### src/rtl/row_scan_decoder.sv
// row_scan_decoder: registered one-hot row select with direct decode and
// a wrapping scan counter over COUNT positions (N-bit select, 2**N rows).
//
// Ports:
//   clk   - sole clock, rising edge
//   rst   - synchronous active-high reset
//   ena   - output enable; 0 forces out to zero and freezes index
//   mode  - 0 = direct decode of in, 1 = scan
//   in    - direct select / scan load value
//   load  - scan load strobe (wins over step)
//   step  - scan advance strobe
//   out   - registered one-hot (or all-zero) row select
//   index - registered current position
//   wrap  - one-cycle pulse when the scan wraps COUNT-1 -> 0
//
// Optional feature: define ROW_SCAN_DECODER_BLANKING_EN to insert a
// one-cycle break-before-make blank on every scan step.

module row_scan_decoder #(
    parameter int N     = 3,
    parameter int COUNT = 2**N
) (
    input  logic              clk,
    input  logic              rst,
    input  logic              ena,
    input  logic              mode,
    input  logic [N-1:0]      in,
    input  logic              load,
    input  logic              step,
    output logic [2**N-1:0]   out,
    output logic [N-1:0]      index,
    output logic              wrap
);

`ifdef ROW_SCAN_DECODER_BLANKING_EN
    localparam logic BLANK_EN = 1'b1;
`else
    localparam logic BLANK_EN = 1'b0;
`endif

    // Compare in N+1 bits so COUNT == 2**N is representable.
    localparam int       LAST_I = COUNT - 1;
    localparam logic [N:0] CNT  = COUNT[N:0];
    localparam logic [N:0] LAST = LAST_I[N:0];

    function automatic logic [2**N-1:0] dec(input logic [N-1:0] s);
        logic [2**N-1:0] r;
        r    = '0;
        r[s] = 1'b1;
        return r;
    endfunction

    logic         blank_q;
    logic         at_last;
    logic         step_ok;
    logic [N-1:0] load_idx;
    logic [N-1:0] step_idx;

    // index >= COUNT-1 also covers out-of-range values left by direct mode.
    assign at_last  = ({1'b0, index} >= LAST);
    assign load_idx = ({1'b0, in} < CNT) ? in : '0;
    assign step_idx = at_last ? '0 : index + 1'b1;
    // A step during the blank cycle is dropped, not queued.
    assign step_ok  = step & ~(BLANK_EN & blank_q);

    always_ff @(posedge clk) begin
        if (rst) begin
            index   <= '0;
            out     <= '0;
            wrap    <= 1'b0;
            blank_q <= 1'b0;
        end else if (!ena) begin
            out     <= '0;
            wrap    <= 1'b0;
            blank_q <= 1'b0;
        end else if (!mode) begin
            index   <= in;
            out     <= dec(in);
            wrap    <= 1'b0;
            blank_q <= 1'b0;
        end else if (load) begin
            index   <= load_idx;
            out     <= dec(load_idx);
            wrap    <= 1'b0;
            blank_q <= 1'b0;
        end else if (step_ok) begin
            index   <= step_idx;
            wrap    <= at_last;
            out     <= BLANK_EN ? '0 : dec(step_idx);
            blank_q <= BLANK_EN;
        end else begin
            // Hold; also ends a blank and restores out after ena returns.
            out     <= dec(index);
            wrap    <= 1'b0;
            blank_q <= 1'b0;
        end
    end

endmodule

### config.mk
export PLATFORM = sky130hd
export DESIGN_NAME = row_scan_decoder
export DESIGN_NICKNAME = d
export VERILOG_FILES = /design/src/rtl/row_scan_decoder.sv
export SDC_FILE = /design/constraint.sdc
export NUM_CORES = 1
export LEC_CHECK = 0
export CORE_AREA = 2 2 45 47
export DETAILED_ROUTE_END_ITERATION = 6
export DIE_AREA = 0 0 47 49
export HOLD_SLACK_MARGIN = 0.12
export PLACE_DENSITY = 0.71
export SLEW_MARGIN = 20
export SYNTH_ARGS = -nofsm -noshare
export SYNTH_HDL_FRONTEND = slang
export SYNTH_SLANG_ARGS = --single-unit
export TNS_END_PERCENT = 50
### constraint.sdc
create_clock -name clk -period 1.3 [get_ports clk]
set_input_delay 0.26 -clock clk [delete_from_list [all_inputs] [get_ports clk]]
set_output_delay 0.26 -clock clk [all_outputs]
set_load 0.03 [all_outputs]
==> flow_summary.toml, run 1 <==
[floorplan]
dieWidth_um = 47
die-area_um2 = 2300
std_cell_rows = 16
initial_utilization_pct = 38.7
ioPinCount = 21
die_h_um = 49
placeableCoreArea_um2 = 1840

[pwr]
p_total_w = 0.000931
power.density_cell_area_nw_per_um2 = 812
irDropWorstVdd_mv = 0.648
total_leakage_power_nw = 0.486

[synth]
netlist-cell-type-count = 32
post_synthesis_async_set_or_reset_flop_share_pct = 0
synthXorXnorAreaFrac_pct = 0
post_synth_and_or_nand_nor_area_fraction_pct = 32.0
synth_adder_area_share_pct = 3.51
ys_seq_elements = 12
synth_compound_area_share_pct = 21.6
synthTopCellsByArea = "sky130_fd_sc_hd__dfxtp_1 (34%), sky130_fd_sc_hd__o311ai_1 (7.4%), sky130_fd_sc_hd__a311oi_1 (4.9%), sky130_fd_sc_hd__nand3_1 (4.9%), sky130_fd_sc_hd__nand4b_1 (3.7%)"
synthesis.instances = 81
post-synth-top-area-cell = "sky130_fd_sc_hd__dfxtp_1"
ys_seq_area_share_pct = 33.7
synth-edff-count = 0
mappedNetlistArea_um2 = 712
synth_area_per_cell_um2 = 8.79
synth_top_family_by_area = "simple AND/OR/NAND/NOR gates"
synth_fp_nets = 92
post_synth_mux_area_share_pct = 2.81
dominantRegCellSynth = "sky130_fd_sc_hd__dfxtp_1"
synth.yosys.warnings = 0
post-synth-top-area-fraction_pct = 33.7

[timing]
finalSetupTns_ns = -0.869
finalWorstSetupSlack_ns = -0.152
maxSlewHeadroom_pct = 79.9
holdWs_ns = 0.355
hold_violations = 0
achievable-frequency_mhz = 689
min_period_over_period_pct = 112
grt_setup_unrepaired = "yes"
skew_ns = 0.00125
setup_viol_count_final = 11
slew_violations = 0
min_period_ns = 1.45
max_slew.worst_pin.slew_ns = 0.302

[clocking]
clock_sinks = 12
cts_buffer_depth = 2
root_buffer = "sky130_fd_sc_hd__clkbuf_4"
clock_transition_at_the_registers_of_the_reported_paths_ns = 0.08
clk_latency_ns = 0.27
tritoncts = "done"
numCtsBuffers = 3
cts.htree.levels = 1

[detailed_routing]
number_of_drc_markers_in_iteration_0 = 17
detail_route.drc_violations = 0
dr.pass1.iters = 4
total_routed_length_um = 2090
route.detailed.vias_per_inst = 5.73
postRouteAntennaNets = 0
vias = 820
routed_wire_length_per_instance_um = 14.6

[min_path]
hold-path-cell-count = 2
hold_class = "in -> reg"

[setup_path]
worstSetupPathType = "reg -> reg"
critical_path.max_fanout = 5
r2r-start = "index[1]"
critPathSlowestCell = "sky130_fd_sc_hd__dfxtp_4"
r2r.worst_path.cells = 5
r2r_setup_slack_ns = -0.15
cp.required_ns = 1.49
worstSetupPathDepth = 5
crit_family = "adder cells"
worst_path_most_repeated_cell = "sky130_fd_sc_hd__ha_4"
cp_slowest_stage_delay_ns = 0.37
cp-startpoint = "index[1]"
cp.buffers_inverters = 0
critical_path.endpoint = "index[2]"
crit-reg2reg-capture = "index[2]"
cp.arrival_ns = 1.64
cell_breakdown_of_the_critical_path = "ha_4, ha_4, nor4bb_1, a22oi_1, a311oi_1"
worstSetupEndpointType = "flop"
crit_path_start_kind = "flop"

[layout]
layout.core_utilization_pct = 62.2
flow.area_growth_from_synthesis_pct = 61.0
regArea_um2 = 248
area_of_combinational_cells_with_multiple_inputs_um2 = 498
drive_above_1_share_pct = 30.2
post-route-cell-area_um2 = 1150
insertedDiodeCount = 0
fill_cells = 155
fin_nets = 128

[global_route]
antenna_found_initial = 0
grt.total_usage_pct = 19.9
grt_max_degree = 16
first_global_vias = 760
globalRouteOverflowTotal = 0
global_route_wire_length_before_repair_um = 3410

[placement]
finalWeightedCongestion = 0.819
postPlaceCellArea_um2 = 1080
place_hpwl_um = 1540
placement.io_buffers = 20

[status]
status = "finished, violations left"
failed_checks = "setup timing"

[flow_run]
cap_violations = 0
## logic make-up after synthesis
group           Yosys count
simple gates             35
compound gates           20
flops                    12
buf+inv                  10
mux                       2
fa+ha+maj                 2
## where the power goes
part           switching (W)  internal [W]  total, W
clock               0.000133      0.000111  0.000244
combinational       0.000149      0.000147  0.000296
sequential         0.0000103      0.000381  0.000391
total               0.000293      0.000638  0.000931
## worst min-delay path by stage
stage	start	endpoint
CTS	rst	index[2]
floorplan	rst	index[0]
detailed placement	index[0]	out[3]
global placement	index[0]	out[3]
global route	ena	index[2]
finish	ena	index[2]
## synth_stat cells (2+ instances only)
| master | number |
|---|---|
| sky130_fd_sc_hd__nand4b_1 | 3 |
| sky130_fd_sc_hd__dfxtp_1 | 12 |
| sky130_fd_sc_hd__a21oi_1 | 4 |
| sky130_fd_sc_hd__nor2_1 | 3 |
| sky130_fd_sc_hd__mux2i_1 | 2 |
| sky130_fd_sc_hd__nand3_1 | 7 |
| sky130_fd_sc_hd__ha_1 | 2 |
| sky130_fd_sc_hd__nor2b_1 | 2 |
| sky130_fd_sc_hd__o311ai_1 | 6 |
| sky130_fd_sc_hd__a311oi_1 | 4 |
| sky130_fd_sc_hd__nand3b_1 | 2 |
| sky130_fd_sc_hd__nor4bb_1 | 2 |
| sky130_fd_sc_hd__buf_2 | 5 |
| sky130_fd_sc_hd__inv_1 | 3 |
| sky130_fd_sc_hd__nand4_1 | 4 |
| sky130_fd_sc_hd__nand2_1 | 4 |
## layer usage
layer	GRT usage [%]	vias to the layer above	share of wire, %	wire (um)
met5	0	-	0	0
met3	4.44	6	4.3	90
met2	32.4	32	52	1090
met4	9.26	0	3.1	64
met1	23.6	387	41	848
li1	-	395	-	-
## sequential cells by signal, indices dropped and copies added (netlist names)
name / flops
out: 8
index: 3
wrap: 1
## placed cells by master (no fill, tap or decap), types with 3 or more instances in the layout
master                            instances
sky130_fd_sc_hd__buf_4                   19
sky130_fd_sc_hd__dfxtp_1                 10
sky130_fd_sc_hd__dlygate4sd2_1            9
sky130_fd_sc_hd__nand3_1                  7
sky130_fd_sc_hd__clkdlybuf4s50_1          6
sky130_fd_sc_hd__o311ai_1                 5
sky130_fd_sc_hd__nand2_1                  4
sky130_fd_sc_hd__nand4_1                  4
sky130_fd_sc_hd__a311oi_1                 4
sky130_fd_sc_hd__a21oi_1                  4
sky130_fd_sc_hd__inv_1                    3
sky130_fd_sc_hd__nand4b_1                 3
sky130_fd_sc_hd__nor2_1                   3
sky130_fd_sc_hd__clkbuf_4                 3
## metrics by stage
step                      std cells  setup WS, ns
after global routing            143        -0.200
final                           143        -0.152
after CTS                       142        -0.161
after floorplan                  81        -0.125
after global placement          138        -0.325
after detailed placement        138        -0.380
## worst register-to-register path, cell delays in order (launching register included)
cell	delay [ns]
sky130_fd_sc_hd__dfxtp_4	0.37
sky130_fd_sc_hd__ha_4	0.16
sky130_fd_sc_hd__ha_4	0.29
sky130_fd_sc_hd__nor4bb_1	0.20
sky130_fd_sc_hd__a22oi_1	0.10
sky130_fd_sc_hd__a311oi_1	0.25
## cell type report
class	count	share of cell area [%]
clock buffer	3	1.97
clock inverter	1	0.328
inverter	3	0.983
multi-input combinational	59	43.4
sequential	12	21.6
tap	27	2.95
timing repair buffer	38	28.7
## repair_timing
item / in CTS / in global routing
hold endpoints to repair: 0 / 0
pin swaps: 8 / 8
resized for setup: 13 / 6
setup endpoints to repair: 19 / 13
hold buffers: 0 / 0
buffers inserted: 0 / 1
Note: power is estimated with default switching activity, not from simulation.
==> run 2, diff against run 1 <==
ABC_CLOCK_PERIOD_IN_PS = 1300   (was not set)
==> results of run 2 <==
The final DEF is identical to that of run 1; final timing and power are the same.
